$ cat config.mk
export PLATFORM = sky130hd
export DESIGN_NAME = flag_writer
export DESIGN_NICKNAME = d
export VERILOG_FILES = /design/src/rtl/cpu_pkg.sv /design/src/rtl/flag_calc.sv /design/src/rtl/flag_writer.sv
export SDC_FILE = /design/constraint.sdc
export NUM_CORES = 1
export LEC_CHECK = 0
export CORE_MARGIN = 2
export CORE_UTILIZATION = 35
export DETAILED_ROUTE_END_ITERATION = 10
export HOLD_SLACK_MARGIN = 0.06
export PLACE_DENSITY_LB_ADDON = 0.12
export SYNTH_ARGS = -nofsm -noshare
export SYNTH_HDL_FRONTEND = slang
export SYNTH_HIERARCHICAL = 1
export SYNTH_SLANG_ARGS = --single-unit
export TNS_END_PERCENT = 30
$ cat constraint.sdc
create_clock -name clk -period 2.7 [get_ports clk]
set_input_delay 0.54 -clock clk [delete_from_list [all_inputs] [get_ports clk]]
set_output_delay 0.54 -clock clk [all_outputs]
set_load 0.005 [all_outputs]
$ cat src/rtl/cpu_pkg.sv
// ----------------------------------------------------------------------------
// cpu_pkg
//   Shared CPU definitions used by the flag producer (flag_writer) and the
//   flag consumer (branch / PC selection).
//   Contents:
//     FLAG_Z/FLAG_V/FLAG_N : bit positions of each flag in the 3-bit flag word
//     alu_op_t             : EX-stage ALU opcode encoding
//     flags_t              : packed {Z,V,N} flag word (bit2=Z, bit1=V, bit0=N)
//     condition_t          : branch condition codes read by the PC logic
//     cnt_state_t          : coarse view of the in-flight flag-writer count
//     cond_met()           : evaluates a branch condition against a flag word
// ----------------------------------------------------------------------------
package cpu_pkg;

    localparam int FLAG_Z = 2;
    localparam int FLAG_V = 1;
    localparam int FLAG_N = 0;

    typedef enum logic [3:0] {
        ALU_ADD    = 4'b0000,
        ALU_SUB    = 4'b0001,
        ALU_XOR    = 4'b0010,
        ALU_RED    = 4'b0011,
        ALU_SLL    = 4'b0100,
        ALU_SRA    = 4'b0101,
        ALU_ROR    = 4'b0110,
        ALU_PADDSB = 4'b0111
    } alu_op_t;

    // Field order gives Z at bit 2, V at bit 1, N at bit 0.
    typedef struct packed {
        logic z;
        logic v;
        logic n;
    } flags_t;

    typedef enum logic [2:0] {
        COND_NE  = 3'b000,
        COND_EQ  = 3'b001,
        COND_GT  = 3'b010,
        COND_LT  = 3'b011,
        COND_GE  = 3'b100,
        COND_LE  = 3'b101,
        COND_OVF = 3'b110,
        COND_UNC = 3'b111
    } condition_t;

    typedef enum logic [1:0] {
        CNT_IDLE = 2'b00,   // nothing in flight, flag register is final
        CNT_BUSY = 2'b01,   // 1..MAX_INFLIGHT-1 writers in flight
        CNT_FULL = 2'b10    // decode must not issue another flag writer
    } cnt_state_t;

    function automatic logic cond_met(input condition_t cond, input flags_t f);
        logic taken;
        case (cond)
            COND_NE:  taken = !f.z;
            COND_EQ:  taken = f.z;
            COND_GT:  taken = !f.z && !f.n;
            COND_LT:  taken = f.n;
            COND_GE:  taken = f.z || !f.n;
            COND_LE:  taken = f.n || f.z;
            COND_OVF: taken = f.v;
            default:  taken = 1'b1;
        endcase
        return taken;
    endfunction

endpackage

$ cat src/rtl/flag_calc.sv
// ----------------------------------------------------------------------------
// flag_calc
//   Purely combinational: derives candidate Z/V/N values from the EX-stage ALU
//   result and says which of them the current opcode is allowed to update.
//   Ports:
//     alu_op_i    in   4    EX opcode (alu_op_t encoding)
//     alu_res_i   in   DW   ALU result
//     alu_ovfl_i  in   1    ALU signed overflow
//     new_flags_o out  3    candidate {Z,V,N}
//     upd_mask_o  out  3    1 = that flag takes its candidate value
// ----------------------------------------------------------------------------
module flag_calc
    import cpu_pkg::*;
#(
    parameter int DW = 16
) (
    input  logic [3:0]    alu_op_i,
    input  logic [DW-1:0] alu_res_i,
    input  logic          alu_ovfl_i,
    output flags_t        new_flags_o,
    output flags_t        upd_mask_o
);

    alu_op_t op;
    assign op = alu_op_t'(alu_op_i);

    always_comb begin
        new_flags_o.z = (alu_res_i == '0);
        new_flags_o.v = alu_ovfl_i;
        new_flags_o.n = alu_res_i[DW-1];
    end

    // NOTE: every variable written in an always_comb gets a value on every
    // path (default first), otherwise synthesis infers a latch.
    always_comb begin
        upd_mask_o = '0;
        case (op)
            ALU_ADD, ALU_SUB:                   upd_mask_o = 3'b111;
            ALU_XOR, ALU_SLL, ALU_SRA, ALU_ROR: upd_mask_o.z = 1'b1;
            default:                            upd_mask_o = '0;  // RED, PADDSB, unused codes
        endcase
    end

endmodule

$ cat src/rtl/flag_writer.sv
// ----------------------------------------------------------------------------
// flag_writer
//   Producer end of the Z/V/N flag interface. Holds the architectural flag
//   register, counts issued-but-unwritten flag-setting instructions, forwards
//   a same-cycle write when it is the only one outstanding, and stalls a
//   branch whose flags are not yet final.
//   Ports:
//     clk        in   1    rising-edge clock
//     rst        in   1    asynchronous active-high reset
//     issue_set  in   1    decode issues a flag-setting instruction
//     issue_rdy  out  1    low when MAX_INFLIGHT writers are outstanding
//     wr_en      in   1    EX result valid for a flag-setting instruction
//     alu_op     in   4    EX opcode (alu_op_t)
//     alu_res    in   DW   ALU result
//     alu_ovfl   in   1    ALU signed overflow
//     flush      in   1    squash all issued-but-unwritten instructions
//     br_req     in   1    decode holds a branch that needs flags
//     flags      out  3    {Z,V,N}
//     flags_vld  out  1    flags are final
//     br_stall   out  1    br_req && !flags_vld
// ----------------------------------------------------------------------------
module flag_writer
    import cpu_pkg::*;
#(
    parameter int MAX_INFLIGHT = 2,
    parameter int DW           = 16
) (
    input  logic          clk,
    input  logic          rst,
    input  logic          issue_set,
    output logic          issue_rdy,
    input  logic          wr_en,
    input  logic [3:0]    alu_op,
    input  logic [DW-1:0] alu_res,
    input  logic          alu_ovfl,
    input  logic          flush,
    input  logic          br_req,
    output logic [2:0]    flags,
    output logic          flags_vld,
    output logic          br_stall
);

    localparam int             CW      = $clog2(MAX_INFLIGHT + 1);
    localparam logic [CW-1:0]  CNT_MAX = CW'(MAX_INFLIGHT);
    localparam logic [CW-1:0]  CNT_ONE = CW'(1);

    flags_t        flag_q, flag_d;
    logic [CW-1:0] pending_q, pending_d;

    flags_t        new_flags;
    flags_t        upd_mask;
    flags_t        merged;
    cnt_state_t    cnt_state;
    logic          do_issue;

    flag_calc #(.DW(DW)) u_flag_calc (
        .alu_op_i    (alu_op),
        .alu_res_i   (alu_res),
        .alu_ovfl_i  (alu_ovfl),
        .new_flags_o (new_flags),
        .upd_mask_o  (upd_mask)
    );

    // Flag word as it will look after this cycle's EX write lands.
    assign merged = (flag_q & ~upd_mask) | (new_flags & upd_mask);

    // ------------------------------------------------------------------
    // State register
    // ------------------------------------------------------------------
    // NOTE: sequential state uses non-blocking assignments so every register
    // samples pre-edge values regardless of block ordering.
    always_ff @(posedge clk or posedge rst) begin
        if (rst) begin
            flag_q    <= '0;
            pending_q <= '0;
        end else begin
            flag_q    <= flag_d;
            pending_q <= pending_d;
        end
    end

    // ------------------------------------------------------------------
    // Next state
    // ------------------------------------------------------------------
    // An issue in a flush cycle belongs to the squashed stream and is dropped.
    assign do_issue = issue_set && issue_rdy && !flush;

    always_comb begin
        flag_d    = wr_en ? merged : flag_q;   // a write in a flush cycle is older and still commits
        pending_d = pending_q;
        if (flush) begin
            pending_d = '0;
        end else if (do_issue && !wr_en) begin
            pending_d = pending_q + CNT_ONE;
        end else if (wr_en && !do_issue && (cnt_state != CNT_IDLE)) begin
            // A write with nothing outstanding is a protocol error; hold at 0.
            pending_d = pending_q - CNT_ONE;
        end
    end

    // ------------------------------------------------------------------
    // Outputs
    // ------------------------------------------------------------------
    always_comb begin
        if (pending_q == '0)
            cnt_state = CNT_IDLE;
        else if (pending_q >= CNT_MAX)
            cnt_state = CNT_FULL;
        else
            cnt_state = CNT_BUSY;

        issue_rdy = (cnt_state != CNT_FULL);

        flags     = flag_q;
        flags_vld = 1'b0;
        if (cnt_state == CNT_IDLE) begin
            flags_vld = 1'b1;
        end else if ((pending_q == CNT_ONE) && wr_en) begin
            // The only outstanding writer is in EX now: forward its result.
            flags     = merged;
            flags_vld = 1'b1;
        end

        br_stall = br_req && !flags_vld;
    end

endmodule

Word-level counts from Yosys, hierarchy flattened
Cells that the tools add are included.

$lt $le $gt $ge: 1. Bitwise operators: 4. Equal/unequal tests: 7. Muxes and demuxes: 11. Reductions and logical operators: 19. Add/subtract/negate cells: 2.

Operators by type and width (number): $logic_not 16->1 (1); $eq 4x3->1 const B (3); $mux 2 (6); $logic_and 1x1->1 (7); $and 3x3->3 (2); $mux 3 (2); $reduce_or 6->1 (1); $eq 4x1->1 const B (1); $eq 4x2->1 const B (1); $logic_not 1->1 (4); $logic_not 2->1 (2); $logic_not 4->1 (1); $mux 1 (3); $not 3->3 (1); $or 3x3->3 (1); $reduce_bool 3->1 (1); $add 2x1->2 const B (1); $eq 2x1->1 const B (1); $ge 2x2->1 const B (1); $ne 2x2->1 const B (1); $reduce_bool 2->1 (1); $reduce_or 2->1 (1); $sub 2x1->2 const B (1).

Input bits: 27. Output and inout bits: 6. Bits in registers: 5. Word-level logic and storage cells: 48.

Depth between registers and ports, before layout
Depth after elaboration: 12. Depth in mapped cells: 6. Gate-level depth less buffers: 6.

By module
Netlist, hierarchy kept.

By module, submodules not included: flag_writer (area an instance 395.4 µm², cells each 45, times used 1, seq. area each 125.1 µm²); flag_calc (area an instance 66.3 µm², cells each 10, times used 1, seq. area each 0.0 µm²).

Worst setup path after synthesis
OpenSTA, ideal clock, no wires.

Path kind: input-to-output. Start point: in alu_op[1]. End point: out flags[1]. Required time: 2.160 ns. Path slack: 0.827 ns. Buffers on the path: 1. Arrival: 1.333 ns. Stages on the path: 4. Cells stage by stage: nor3_1 > buf_4 > nand4b_1 > mux2_2.

RTL lines: start, declared (line flag_writer.sv:33) `input logic [3:0] alu_op,`; end, declared (line flag_writer.sv:38) `output logic [2:0] flags,`.

==> qor.csv <==
stage,metric,value,unit
cts,CTS tree,yes,
drt,drt first-iter violations,0,
cts,CTS H-tree depth,1,
floorplanning,Core ar.,1270,um2
cells_and_area,final instance area,825,um2
synth,sequential fraction of the synthesis area,27.1,%
synth,post-synthesis mux area share,14.6,%
cells_and_area,ANT cells,0,
sta,Setup Skew,0.0152,ps
synth,Post-Synth XOR/XNOR Area,1.90,%
synth,post-synth top area share,27.1,%
synth,Mapped Cells,55,
synth,Main synth FF type,dfrtp_1,
critical_path,crit path max-delay cell type,clkdlybuf4s50_1,
floorplanning,Initial Util,36.4,%
flow_run,max-cap check violation count,0,
power_and_ir_drop,Max rail drop VDD,0.000289,V
floorplanning,Die ar.,1630,um2
cts,root buffer cell,clkbuf_4,
global_route,first-pass GRT wire length,1740,um
cells_and_area,Util after Layout,65.0,%
sta,"Period Utilization, post-route",96.5,%
synth,synthesis warning total,6,
synth,Netlist cell types,23,
cts,post-CTS sizing,0,
synth,number of flops mapped to enable cells by yosys,0,
place,DP Area,788,um2
cts,hold buffers post-CTS,0,
floorplanning,Die Y,40.3,um
global_route,vias in the first global route,472,
drt,ANT nets after route,0,
drt,DR pass1 iterations,1,
place,RePlAce Congestion,0.799,
drt,Avg WL per Cell,10.2,um
critical_path,"Max FO, Critical Path",4,
sta,"Slew Viols, Final",0,
sta,minimum clock period,2610,ps
sta,FMAX,384,MHz
drt,DRC violations left,0,
sta,Final Setup Violations,0,
cts,"Clk Latency, worst-skew pair",230,ps
critical_path,critical path data required time,2160,ps
drt,Vias/cell,4.85,
global_route,gr ovfl total,0,
min_path,Hold WC Path Type,reg2reg,
critical_path,Critical Path Most Common Cell,clkdlybuf4s50_1,
synth,Yosys top cell by area,dfrtp_1,
cells_and_area,layout cells sized above 1,14.6,%
synth,Synth Area in Compound Gates,12.7,%
critical_path,Crit Reg-Reg Endpoint,pending_q[0],
synth,ys async rst share,100,%
min_path,Hold Crit Depth,1,
sta,Worst-Margin Slew,209,ps
floorplanning,num ports,33,
power_and_ir_drop,Overall Power,0.337,mW
synth,mean post-synth cell area,8.39,um2
synth,Post-Syn Area,462,um2
critical_path,"slowest stage delay, CP",450,ps
outcome,status,"complete, no violations",
critical_path,kind of critical path,in2out,
critical_path,R2R cell count,6,
cells_and_area,Layout fillers,113,
critical_path,worst flop-to-flop path startpoint,pending_q[0],
sta,Fin Setup TNS,0,ps
critical_path,critical path startpoint category,input port,
power_and_ir_drop,PwrDens,409,nW/um2
cells_and_area,NumNets Final,120,
critical_path,CP cell instances,"clkdlybuf4s50_1, nor3_2, buf_4, nand2_1, mux2_2, clkdlybuf4s50_1",
place,setup slack at placement,16.4,ps
synth,cell with the most instances after synthesis,inv_1,
cts,CTS buffer count,3,
cts,Sink Count,5,
sta,final hold viol count,0,
synth,most frequent cells after synthesis,"inv_1, mux2_2, nand2_1",
drt,via count,504,
critical_path,R2R setup slack,1140,ps
synth,syn_nets,85,
global_route,initial antenna violation count,0,
synth,largest family of logic cells by synthesized area,simple AND/OR/NAND/NOR gates,
cts,Max clock buf depth,2,
floorplanning,die width,40.3,um
place,Buffers on Ports,32,
synth,Post-Synth Simple-Gate Area,23.8,%
floorplanning,cell row count,13,
cells_and_area,synthesis-to-layout area growth,78.6,%
critical_path,Arrival @ worst endpoint,2070,ps
cts,"Reg clk slew, reported paths",40,ps
power_and_ir_drop,Pleak,0.346,nW
global_route,GR Util All Layers,15.9,%
sta,final setup margin,93.5,ps
synth,post-synthesis adder-cell area fraction,8.13,%
cts,postcts setup bufs,0,
synth,"flops & latches, synth",5,
critical_path,crit path from,alu_op[1],
global_route,largest net degree at the start of global routing,10,
sta,Max-slew headroom,85.9,%
critical_path,CP Capture Type,output port,
sta,unrepaired setup endpoints after global routing,yes,
drt,final wirelength,1060,um
synth,synth top area cells,"dfrtp_1, mux2_2, ha_1",
place,post-DP HPWL,965,um
critical_path,end of the critical path,flags[0],
power by group:
group | switching (mW) | internal [mW]
registers | 0.00847 | 0.0870
clock network | 0.0262 | 0.0556
logic | 0.0592 | 0.101
total | 0.0938 | 0.243
per-layer routing:
metal	routed length, um	share of wire [%]	GRT usage [%]	vias to the layer above
met2	499	47	27.8	24
met3	97	9.1	4.44	0
met5	0	0	0	-
met1	464	44	19.5	223
met4	0	0	2.50	0
li1	-	-	-	257
how the worst min path moves through the flow:
stage	endpoint	startpoint	slack [ps]
2_1_floorplan	flag_q[0]	rst	320
3_3_place_gp	flag_q[0]	flag_q[0]	480
5_1_grt	flag_q[1]	flag_q[1]	520
6_report	flag_q[1]	flag_q[1]	500
3_5_place_dp	flag_q[1]	flag_q[1]	490
4_1_cts	flag_q[1]	flag_q[1]	500
metrics by stage:
step                      instances  hold slack, ps
after floorplan                  55             319
after global placement          100             483
after detailed placement        100             492
after CTS                       104             502
after global routing            104             517
final                           104             500
layout by cell type, fill, tap and decap left out:
cell and instances:
ha_2 1, a32oi_1 1, a211o_1 1, nor2b_1 1
nand2_1 6, clkbuf_4 3, a21oi_1 4, mux2_2 6
nand2b_1 1, o21bai_1 1, inv_1 7, clkdlybuf4s50_1 31
dlymetal6s2s_1 1, nor3_2 1, o221ai_1 1, nor4_1 4
dfrtp_1 5, xnor2_1 1, o21ai_0 1, and4_1 1
or3b_1 1, ha_1 2, buf_4 2, nand3b_1 1
nor2_1 3, nand4b_1 1, clkbuf_1 1
critical path: cells and delay by family:
kind,cells,cell delay [ps]
mux,1,260
simple gates,2,240
buf+inv,3,1030
cell families (layout without fill, tap and decap cells):
family / after synthesis / after routing
mux: 6 / 6
compound gates: 9 / 9
xor+xnor: 1 / 1
fa+ha+maj: 3 / 3
buf+inv: 11 / 45
flops: 5 / 5
simple gates: 20 / 20
sequential cells by signal, indices dropped and copies added, names as in the netlist:
register / cells
flag_q: 3
pending_q: 2
layout make-up:
type	instances	area [um2]	area share [%]
multi-input cells	39	290	35.2
clock buffers	4	26.3	3.19
flip-flops and latches	5	125	15.2
repair buffers	34	338	41.0
inverters	7	26.3	3.19
well taps	15	18.8	2.28
Power figures use the tool's default switching activity.
